===== src/rtl/dds_pkg.sv =====
// Shared constants and types for the DDS output shaping stage.
package dds_pkg;
  localparam logic [2:0]  MODE_OFF    = 3'd0;
  localparam logic [2:0]  MODE_SQUARE = 3'd4;
  localparam int          SAMPLE_FRAC = 29;
  localparam int          AMP_FRAC    = 15;
  localparam logic [31:0] ONE_Q329    = 32'h2000_0000;
  localparam int          PROD_W      = 49;

  typedef enum logic [1:0] {
    SHAPE_OFF    = 2'd0,
    SHAPE_SINE   = 2'd1,
    SHAPE_SQUARE = 2'd2
  } shape_e;

  typedef struct packed {
    logic [2:0]  mode;
    logic [15:0] amp;
    logic [15:0] offset;
  } cfg_t;

  localparam cfg_t CFG_RESET = '{mode: MODE_OFF, amp: 16'h8000, offset: 16'h0000};

  function automatic shape_e decode_mode(input logic [2:0] mode);
    if (mode == MODE_OFF) return SHAPE_OFF;
    if (mode == MODE_SQUARE) return SHAPE_SQUARE;
    return SHAPE_SINE;
  endfunction
endpackage


===== src/rtl/dds_sat_add.sv =====
// Midscale + signed value + signed offset, saturated to an unsigned DAC code.
module dds_sat_add #(
  parameter int DAC_W = 14,
  parameter int IN_W  = 49
) (
  input  logic [IN_W-1:0]  scaled,
  input  logic [15:0]      offset,
  output logic [DAC_W-1:0] code,
  output logic             clip
);
  localparam int SUM_W = IN_W + 3;
  localparam logic [SUM_W-1:0] MID  = SUM_W'(1) << (DAC_W - 1);
  localparam logic [SUM_W-1:0] MAXC = (SUM_W'(1) << DAC_W) - SUM_W'(1);

  logic signed [SUM_W-1:0] sum;

  always_comb begin
    sum  = $signed(MID)
         + $signed({{3{scaled[IN_W-1]}}, scaled})
         + $signed({{(SUM_W-16){offset[15]}}, offset});
    code = sum[DAC_W-1:0];
    clip = 1'b0;
    if (sum[SUM_W-1]) begin
      code = '0;
      clip = 1'b1;
    end else if (sum > $signed(MAXC)) begin
      code = '1;
      clip = 1'b1;
    end
  end
endmodule


===== src/rtl/dds_output_shaper.sv =====
// Shapes oscillator samples into DAC codes: mode select, gain, offset, saturation,
// with configuration changes deferred to a rising zero crossing.
module dds_output_shaper
  import dds_pkg::*;
#(
  parameter int          DAC_W = 14,
  parameter logic [31:0] HYST  = 32'h0010_0000
) (
  input  logic             Fg_CLK,
  input  logic             RESETn,
  input  logic             Enable,
  input  logic [31:0]      Sample,
  input  logic [2:0]       CfgMode,
  input  logic [15:0]      CfgAmp,
  input  logic [15:0]      CfgOffset,
  input  logic             CfgLoad,
  input  logic             ClipClr,
  output logic [DAC_W-1:0] DacData,
  output logic             DacValid,
  output logic             SquareOut,
  output logic             ZeroCross,
  output logic             CfgPending,
  output logic             ClipFlag
);
  localparam int SHIFT = SAMPLE_FRAC + AMP_FRAC - (DAC_W - 1);
  localparam logic [DAC_W-1:0]  DAC_MID  = {1'b1, {(DAC_W-1){1'b0}}};
  localparam logic signed [31:0] HYST_POS = $signed(HYST);
  localparam logic signed [31:0] HYST_NEG = -HYST_POS;

  cfg_t active_q, active_d, shadow_q, shadow_d;
  logic pending_q, pending_d, prev_neg_q, prev_neg_d;
  logic square_q, square_d, zero_cross_q, zero_cross_d;
  logic zc_hit, commit;

  logic                     s1_valid_q, s1_valid_d, s1_sq_q, s1_sq_d;
  logic [31:0]              s1_sample_q, s1_sample_d;
  shape_e                   s1_shape_q, s1_shape_d;
  logic [15:0]              s1_amp_q, s1_amp_d, s1_offset_q, s1_offset_d;

  logic                     s2_valid_q, s2_valid_d;
  shape_e                   s2_shape_q, s2_shape_d;
  logic [15:0]              s2_offset_q, s2_offset_d;
  logic signed [PROD_W-1:0] s2_prod_q, s2_prod_d, s2_sqa_q, s2_sqa_d;
  logic [PROD_W-1:0]        amp_ext, sq_mag;

  logic                     s3_valid_q, s3_valid_d;
  shape_e                   s3_shape_q, s3_shape_d;
  logic [15:0]              s3_offset_q, s3_offset_d;
  logic signed [PROD_W-1:0] s3_scaled_q, s3_scaled_d, s3_sqa_q, s3_sqa_d;

  logic [DAC_W-1:0] dac_q, dac_d, sine_code, sq_code;
  logic             dac_valid_q, dac_valid_d, clip_flag_q, clip_flag_d;
  logic             sine_clip, sq_clip;

  // S1: capture sample, comparator, zero crossing and configuration commit.
  // The captured sample carries the active config from before any commit.
  always_comb begin
    zc_hit       = Enable && prev_neg_q && !Sample[31];
    commit       = pending_q && ((active_q.mode == MODE_OFF) || zc_hit);
    active_d     = active_q;
    shadow_d     = shadow_q;
    pending_d    = pending_q;
    if (commit) begin
      active_d  = shadow_q;
      pending_d = 1'b0;
    end
    if (CfgLoad) begin
      shadow_d  = '{mode: CfgMode, amp: CfgAmp, offset: CfgOffset};
      pending_d = 1'b1;
    end
    zero_cross_d = zc_hit;
    prev_neg_d   = prev_neg_q;
    square_d     = square_q;
    s1_valid_d   = Enable;
    s1_sample_d  = s1_sample_q;
    s1_shape_d   = s1_shape_q;
    s1_amp_d     = s1_amp_q;
    s1_offset_d  = s1_offset_q;
    s1_sq_d      = s1_sq_q;
    if (Enable) begin
      prev_neg_d = Sample[31];
      if ($signed(Sample) > HYST_POS) square_d = 1'b1;
      else if ($signed(Sample) < HYST_NEG) square_d = 1'b0;
      s1_sample_d = Sample;
      s1_shape_d  = decode_mode(active_q.mode);
      s1_amp_d    = active_q.amp;
      s1_offset_d = active_q.offset;
      s1_sq_d     = square_d;
    end
  end

  // S2: full-precision product and the signed square amplitude.
  always_comb begin
    amp_ext     = {{(PROD_W-16){1'b0}}, s1_amp_q};
    sq_mag      = (amp_ext << (DAC_W - 1)) >> AMP_FRAC;
    s2_valid_d  = s1_valid_q;
    s2_shape_d  = s1_shape_q;
    s2_offset_d = s1_offset_q;
    s2_prod_d   = $signed({{(PROD_W-32){s1_sample_q[31]}}, s1_sample_q})
                * $signed(amp_ext);
    s2_sqa_d    = s1_sq_q ? $signed(sq_mag) : -$signed(sq_mag);
  end

  // S3: rescale to DAC LSBs; the register after the multiply keeps it off the add path.
  always_comb begin
    s3_valid_d  = s2_valid_q;
    s3_shape_d  = s2_shape_q;
    s3_offset_d = s2_offset_q;
    s3_scaled_d = s2_prod_q >>> SHIFT;
    s3_sqa_d    = s2_sqa_q;
  end

  dds_sat_add #(.DAC_W(DAC_W), .IN_W(PROD_W)) u_sat_sine (
    .scaled (s3_scaled_q),
    .offset (s3_offset_q),
    .code   (sine_code),
    .clip   (sine_clip)
  );

  dds_sat_add #(.DAC_W(DAC_W), .IN_W(PROD_W)) u_sat_square (
    .scaled (s3_sqa_q),
    .offset (s3_offset_q),
    .code   (sq_code),
    .clip   (sq_clip)
  );

  // A clip on the same edge as ClipClr leaves the flag set.
  always_comb begin
    dac_d       = dac_q;
    dac_valid_d = s3_valid_q;
    clip_flag_d = clip_flag_q;
    if (ClipClr) clip_flag_d = 1'b0;
    if (s3_valid_q) begin
      case (s3_shape_q)
        SHAPE_SQUARE: begin
          dac_d       = sq_code;
          clip_flag_d = clip_flag_d | sq_clip;
        end
        SHAPE_SINE: begin
          dac_d       = sine_code;
          clip_flag_d = clip_flag_d | sine_clip;
        end
        default: dac_d = DAC_MID;
      endcase
    end
  end

  always_ff @(posedge Fg_CLK) begin
    if (!RESETn) begin
      active_q     <= CFG_RESET;
      shadow_q     <= CFG_RESET;
      pending_q    <= 1'b0;
      prev_neg_q   <= 1'b0;
      square_q     <= 1'b0;
      zero_cross_q <= 1'b0;
      s1_valid_q   <= 1'b0;
      s1_sample_q  <= '0;
      s1_shape_q   <= SHAPE_OFF;
      s1_amp_q     <= 16'h8000;
      s1_offset_q  <= '0;
      s1_sq_q      <= 1'b0;
      s2_valid_q   <= 1'b0;
      s2_shape_q   <= SHAPE_OFF;
      s2_offset_q  <= '0;
      s2_prod_q    <= '0;
      s2_sqa_q     <= '0;
      s3_valid_q   <= 1'b0;
      s3_shape_q   <= SHAPE_OFF;
      s3_offset_q  <= '0;
      s3_scaled_q  <= '0;
      s3_sqa_q     <= '0;
      dac_q        <= DAC_MID;
      dac_valid_q  <= 1'b0;
      clip_flag_q  <= 1'b0;
    end else begin
      active_q     <= active_d;
      shadow_q     <= shadow_d;
      pending_q    <= pending_d;
      prev_neg_q   <= prev_neg_d;
      square_q     <= square_d;
      zero_cross_q <= zero_cross_d;
      s1_valid_q   <= s1_valid_d;
      s1_sample_q  <= s1_sample_d;
      s1_shape_q   <= s1_shape_d;
      s1_amp_q     <= s1_amp_d;
      s1_offset_q  <= s1_offset_d;
      s1_sq_q      <= s1_sq_d;
      s2_valid_q   <= s2_valid_d;
      s2_shape_q   <= s2_shape_d;
      s2_offset_q  <= s2_offset_d;
      s2_prod_q    <= s2_prod_d;
      s2_sqa_q     <= s2_sqa_d;
      s3_valid_q   <= s3_valid_d;
      s3_shape_q   <= s3_shape_d;
      s3_offset_q  <= s3_offset_d;
      s3_scaled_q  <= s3_scaled_d;
      s3_sqa_q     <= s3_sqa_d;
      dac_q        <= dac_d;
      dac_valid_q  <= dac_valid_d;
      clip_flag_q  <= clip_flag_d;
    end
  end

  assign DacData    = dac_q;
  assign DacValid   = dac_valid_q;
  assign SquareOut  = square_q;
  assign ZeroCross  = zero_cross_q;
  assign CfgPending = pending_q;
  assign ClipFlag   = clip_flag_q;
endmodule


===== config.mk =====
export PLATFORM = sky130hd
export DESIGN_NAME = dds_output_shaper
export DESIGN_NICKNAME = d
export VERILOG_FILES = /design/src/rtl/dds_pkg.sv /design/src/rtl/dds_sat_add.sv /design/src/rtl/dds_output_shaper.sv
export SDC_FILE = /design/constraint.sdc
export NUM_CORES = 2
export LEC_CHECK = 0
export ABC_AREA = 0
export CAP_MARGIN = 20
export CORE_ASPECT_RATIO = 1.75
export CORE_UTILIZATION = 45
export CTS_CLUSTER_SIZE = 25
export DETAILED_ROUTE_END_ITERATION = 10
export SETUP_SLACK_MARGIN = 0.05
export SYNTH_ARGS = -nofsm -noshare
export SYNTH_HDL_FRONTEND = slang
export SYNTH_SLANG_ARGS = --single-unit

===== constraint.sdc =====
create_clock -name Fg_CLK -period 5.8 [get_ports Fg_CLK]
set_input_delay 0.58 -clock Fg_CLK [delete_from_list [all_inputs] [get_ports Fg_CLK]]
set_output_delay 0.58 -clock Fg_CLK [all_outputs]
set_load 0.005 [all_outputs]

==> results_dict.tcl <==
set metrics [dict create \
    cts_buffers 29 \
    ys_types 87 \
    fin_nets 4430 \
    synthArstFlopShare_pct 0 \
    h-tree-depth 1 \
    synth_edf_count 0 \
    regToRegEndpoint "s2_prod_q[46]$_SDFF_PN0_" \
    post-route-period-util_pct 108 \
    tns_ns -7.30 \
    io_buffers 90 \
    r2r_start "s1_amp_q[8]$_SDFFE_PN0P_" \
    clkTransAtPathRegs_ns 0.07 \
    syn_area_per_cell_um2 8.95 \
    outcome "finished with violations" \
    grt_max_degree 96 \
    grt_util_all_layers_pct 26.2 \
    worstSetupPathType "reg -> reg" \
    drive_gt1_share_pct 14.3 \
    synth-seq-cells 284 \
    grt_pass1_vias 25700 \
    cap_violations 0 \
    skew_ns 0.0168 \
    pin_count 91 \
    arrival_ns 6.83 \
    synth_top_area_share_pct 32.1 \
    via_per_inst 5.14 \
    fin_util_pct 54.3 \
    clock_latency_ns 0.60 \
    wl_mm 87.0 \
    die_area_mm2 0.0688 \
    rr_worst_depth 24 \
    synthToLayoutAreaGrowth_pct 18.9 \
    violations "negative setup slack" \
    core_area_mm2 0.0666 \
    antenna_found_initial 0 \
    synthCells 3401 \
    ys.flop_type "dfxtp_1" \
    ant_nets 0 \
    first_iter_violations 1063 \
    layout_setup_ws_ns -0.488 \
    clock.fmax_mhz 159 \
    cts_tree "yes" \
    whs_endpoint "DacValid$_SDFF_PN0_" \
    max-clock-path-buffers 3 \
    layout.cells.most_common "inv_1" \
    grt_pass1_wl_mm 138 \
    report.final.slew_viol_count 0 \
    overflow 0 \
    dp_slack_ns -0.788 \
    wl_per_cell_um 19.1 \
    die_y_um 346 \
    fp.dieW_um 199 \
    min_path_cells 2 \
    grt_setup_unrepaired "true" \
    drc 0 \
    cts.sinks 284 \
    max_slew_margin_pct 29.3 \
    endpoint_kind "flip-flop" \
    first_pass_iters 5 \
    hold_class "in -> reg" \
    peakVddDrop_v 0.000233 \
    r2r_slack_ns -0.49 \
    gp_congestion 0.942 \
    finalSetupViolations 18 \
    final_area_mm2 0.0362 \
    critical_path_peak_fanout 5 \
    root_buffer "clkbuf_16" \
    powerDensity_mw_per_mm2 133 \
    ys_seq_area_share_pct 18.7 \
    finalHoldViolations 0 \
    synth.area.top_cells "fa_1 32%, dfxtp_1 19%, ha_1 8.8%" \
    place_hpwl_mm 71.2 \
    fin_crit_ns 6.29 \
    layout_common_cells "608 x inv_1, 476 x fa_1, 452 x nand2_1" \
    synth_fp_nets 4175 \
    leakagePower_nw 17.7 \
    routed-via-count 23500 \
    yosys_warnings 0 \
    mappedNetlistArea_mm2 0.0305 \
    synth_top_area_cell "fa_1" \
    cp-start-kind "flip-flop" \
    worstHoldStart "RESETn" \
    post_dp_cell_area_mm2 0.0346 \
    start_util_pct 45.7 \
    cp.required_ns 6.34 \
    rows 125 \
    worst-slew-pin-transition_ns 1.06 \
]
power breakdown:
group / switching (W) / leakage (nW) / internal [W]
Combinational: 0.000472 / 14.9 / 0.000376
Sequential: 0.0000548 / 2.33 / 0.00202
Clock: 0.000828 / 0.467 / 0.00107
how the worst max path moves through the flow:
stage,from,to,depth (start not counted)
floorplan,s1_amp_q[7]$_SDFFE_PN0P_,s2_prod_q[46]$_SDFF_PN0_,24
global placement,s1_amp_q[11]$_SDFFE_PN0P_,s2_prod_q[46]$_SDFF_PN0_,21
detailed placement,s1_sample_q[17]$_SDFFE_PN0P_,s2_prod_q[46]$_SDFF_PN0_,21
CTS,s1_amp_q[7]$_SDFFE_PN0P_,s2_prod_q[42]$_SDFF_PN0_,24
global route,s1_amp_q[4]$_SDFFE_PN0P_,s2_prod_q[38]$_SDFF_PN0_,24
finish,s1_amp_q[8]$_SDFFE_PN0P_,s2_prod_q[46]$_SDFF_PN0_,24
synthesized netlist by cell type (all sizes together) (15+ instances only):
master and count:
inv 626, fa 489, nand2 461, dfxtp 284, and2 281, ha 213
nor2 176, clkbuf 144, a21oi 140, mux2i 107, o21ai 84, xnor2 48
a21o 37, nand3 31, nand4 25, buf 24, nor3 22, and3 16
nand2b 15
kinds of logic (layout without fill, tap and decap cells):
logic type	Yosys count	count (layout)	share of synthesized area, %
adders and majority gates	702	702	40.9
and+or+nand+nor	1065	1065	16.7
xor gates and xnor gates	62	62	1.78
other	0	1	0
DFF	284	284	18.7
buffers and inverters	796	1071	10.2
muxes	107	107	3.52
AOI/OAI and AO/OA	385	385	8.19
sequential cells by signal, indices dropped and copies added (netlist names), 18 cells and up:
register	flops
s1_sample_q	31
s3_scaled_q	18
shadow_q	35
active_q	35
s2_sqa_q	27
s2_prod_q	18
s3_sqa_q	27
metal layers:
layer	global-route usage [%]	vias up	share of wire, %
li1	-	11000	-
met1	26.1	11600	34
met2	50.1	537	55
met3	2.83	274	3.4
met4	17.0	0	7.4
met5	0	-	0
timing repair:
item                                    CTS  global route
endpoints found under the setup margin   18            18
resized for setup                        53            55
hold buffers                              0             0
gates cloned                              3             1
pin swaps                                18            39
hold endpoints to repair                  0             0
buffers inserted                          9            13
layout make-up:
type,instances,area (um2)
fill,6203,30400
multi-input combinational,2321,22200
sequential,284,5730
timing repair buffer,392,3820
inverter,628,2360
tap,889,1110
clock buffer,41,811
clock inverter,10,139
antenna,1,2.50
critical path, stage by stage, from the launching register on:
cell	delay, ns
dfxtp_4	0.38
buf_12	0.15
buf_4	0.12
nand2_1	0.06
fa_1	0.49
inv_1	0.05
fa_1	0.48
fa_1	0.52
fa_1	0.51
fa_1	0.54
inv_1	0.07
fa_1	0.49
inv_2	0.05
ha_4	0.21
a21o_1	0.18
a21oi_2	0.14
o211ai_1	0.10
buf_4	0.16
a31oi_4	0.16
a31oi_4	0.15
a221o_2	0.50
a31oi_4	0.29
o21bai_4	0.09
a21oi_2	0.15
mux2i_1	0.18
through the flow:
stage               hold WS (ns)  cells  total power [W]
floorplan                  0.412   3401          0.00260
global placement           0.413   4488          0.00295
detailed placement         0.417   4488          0.00296
CTS                        0.280   4551          0.00488
global route               0.315   4565          0.00504
finish                     0.298   4566          0.00483
Note: power is estimated with default switching activity, not from simulation.
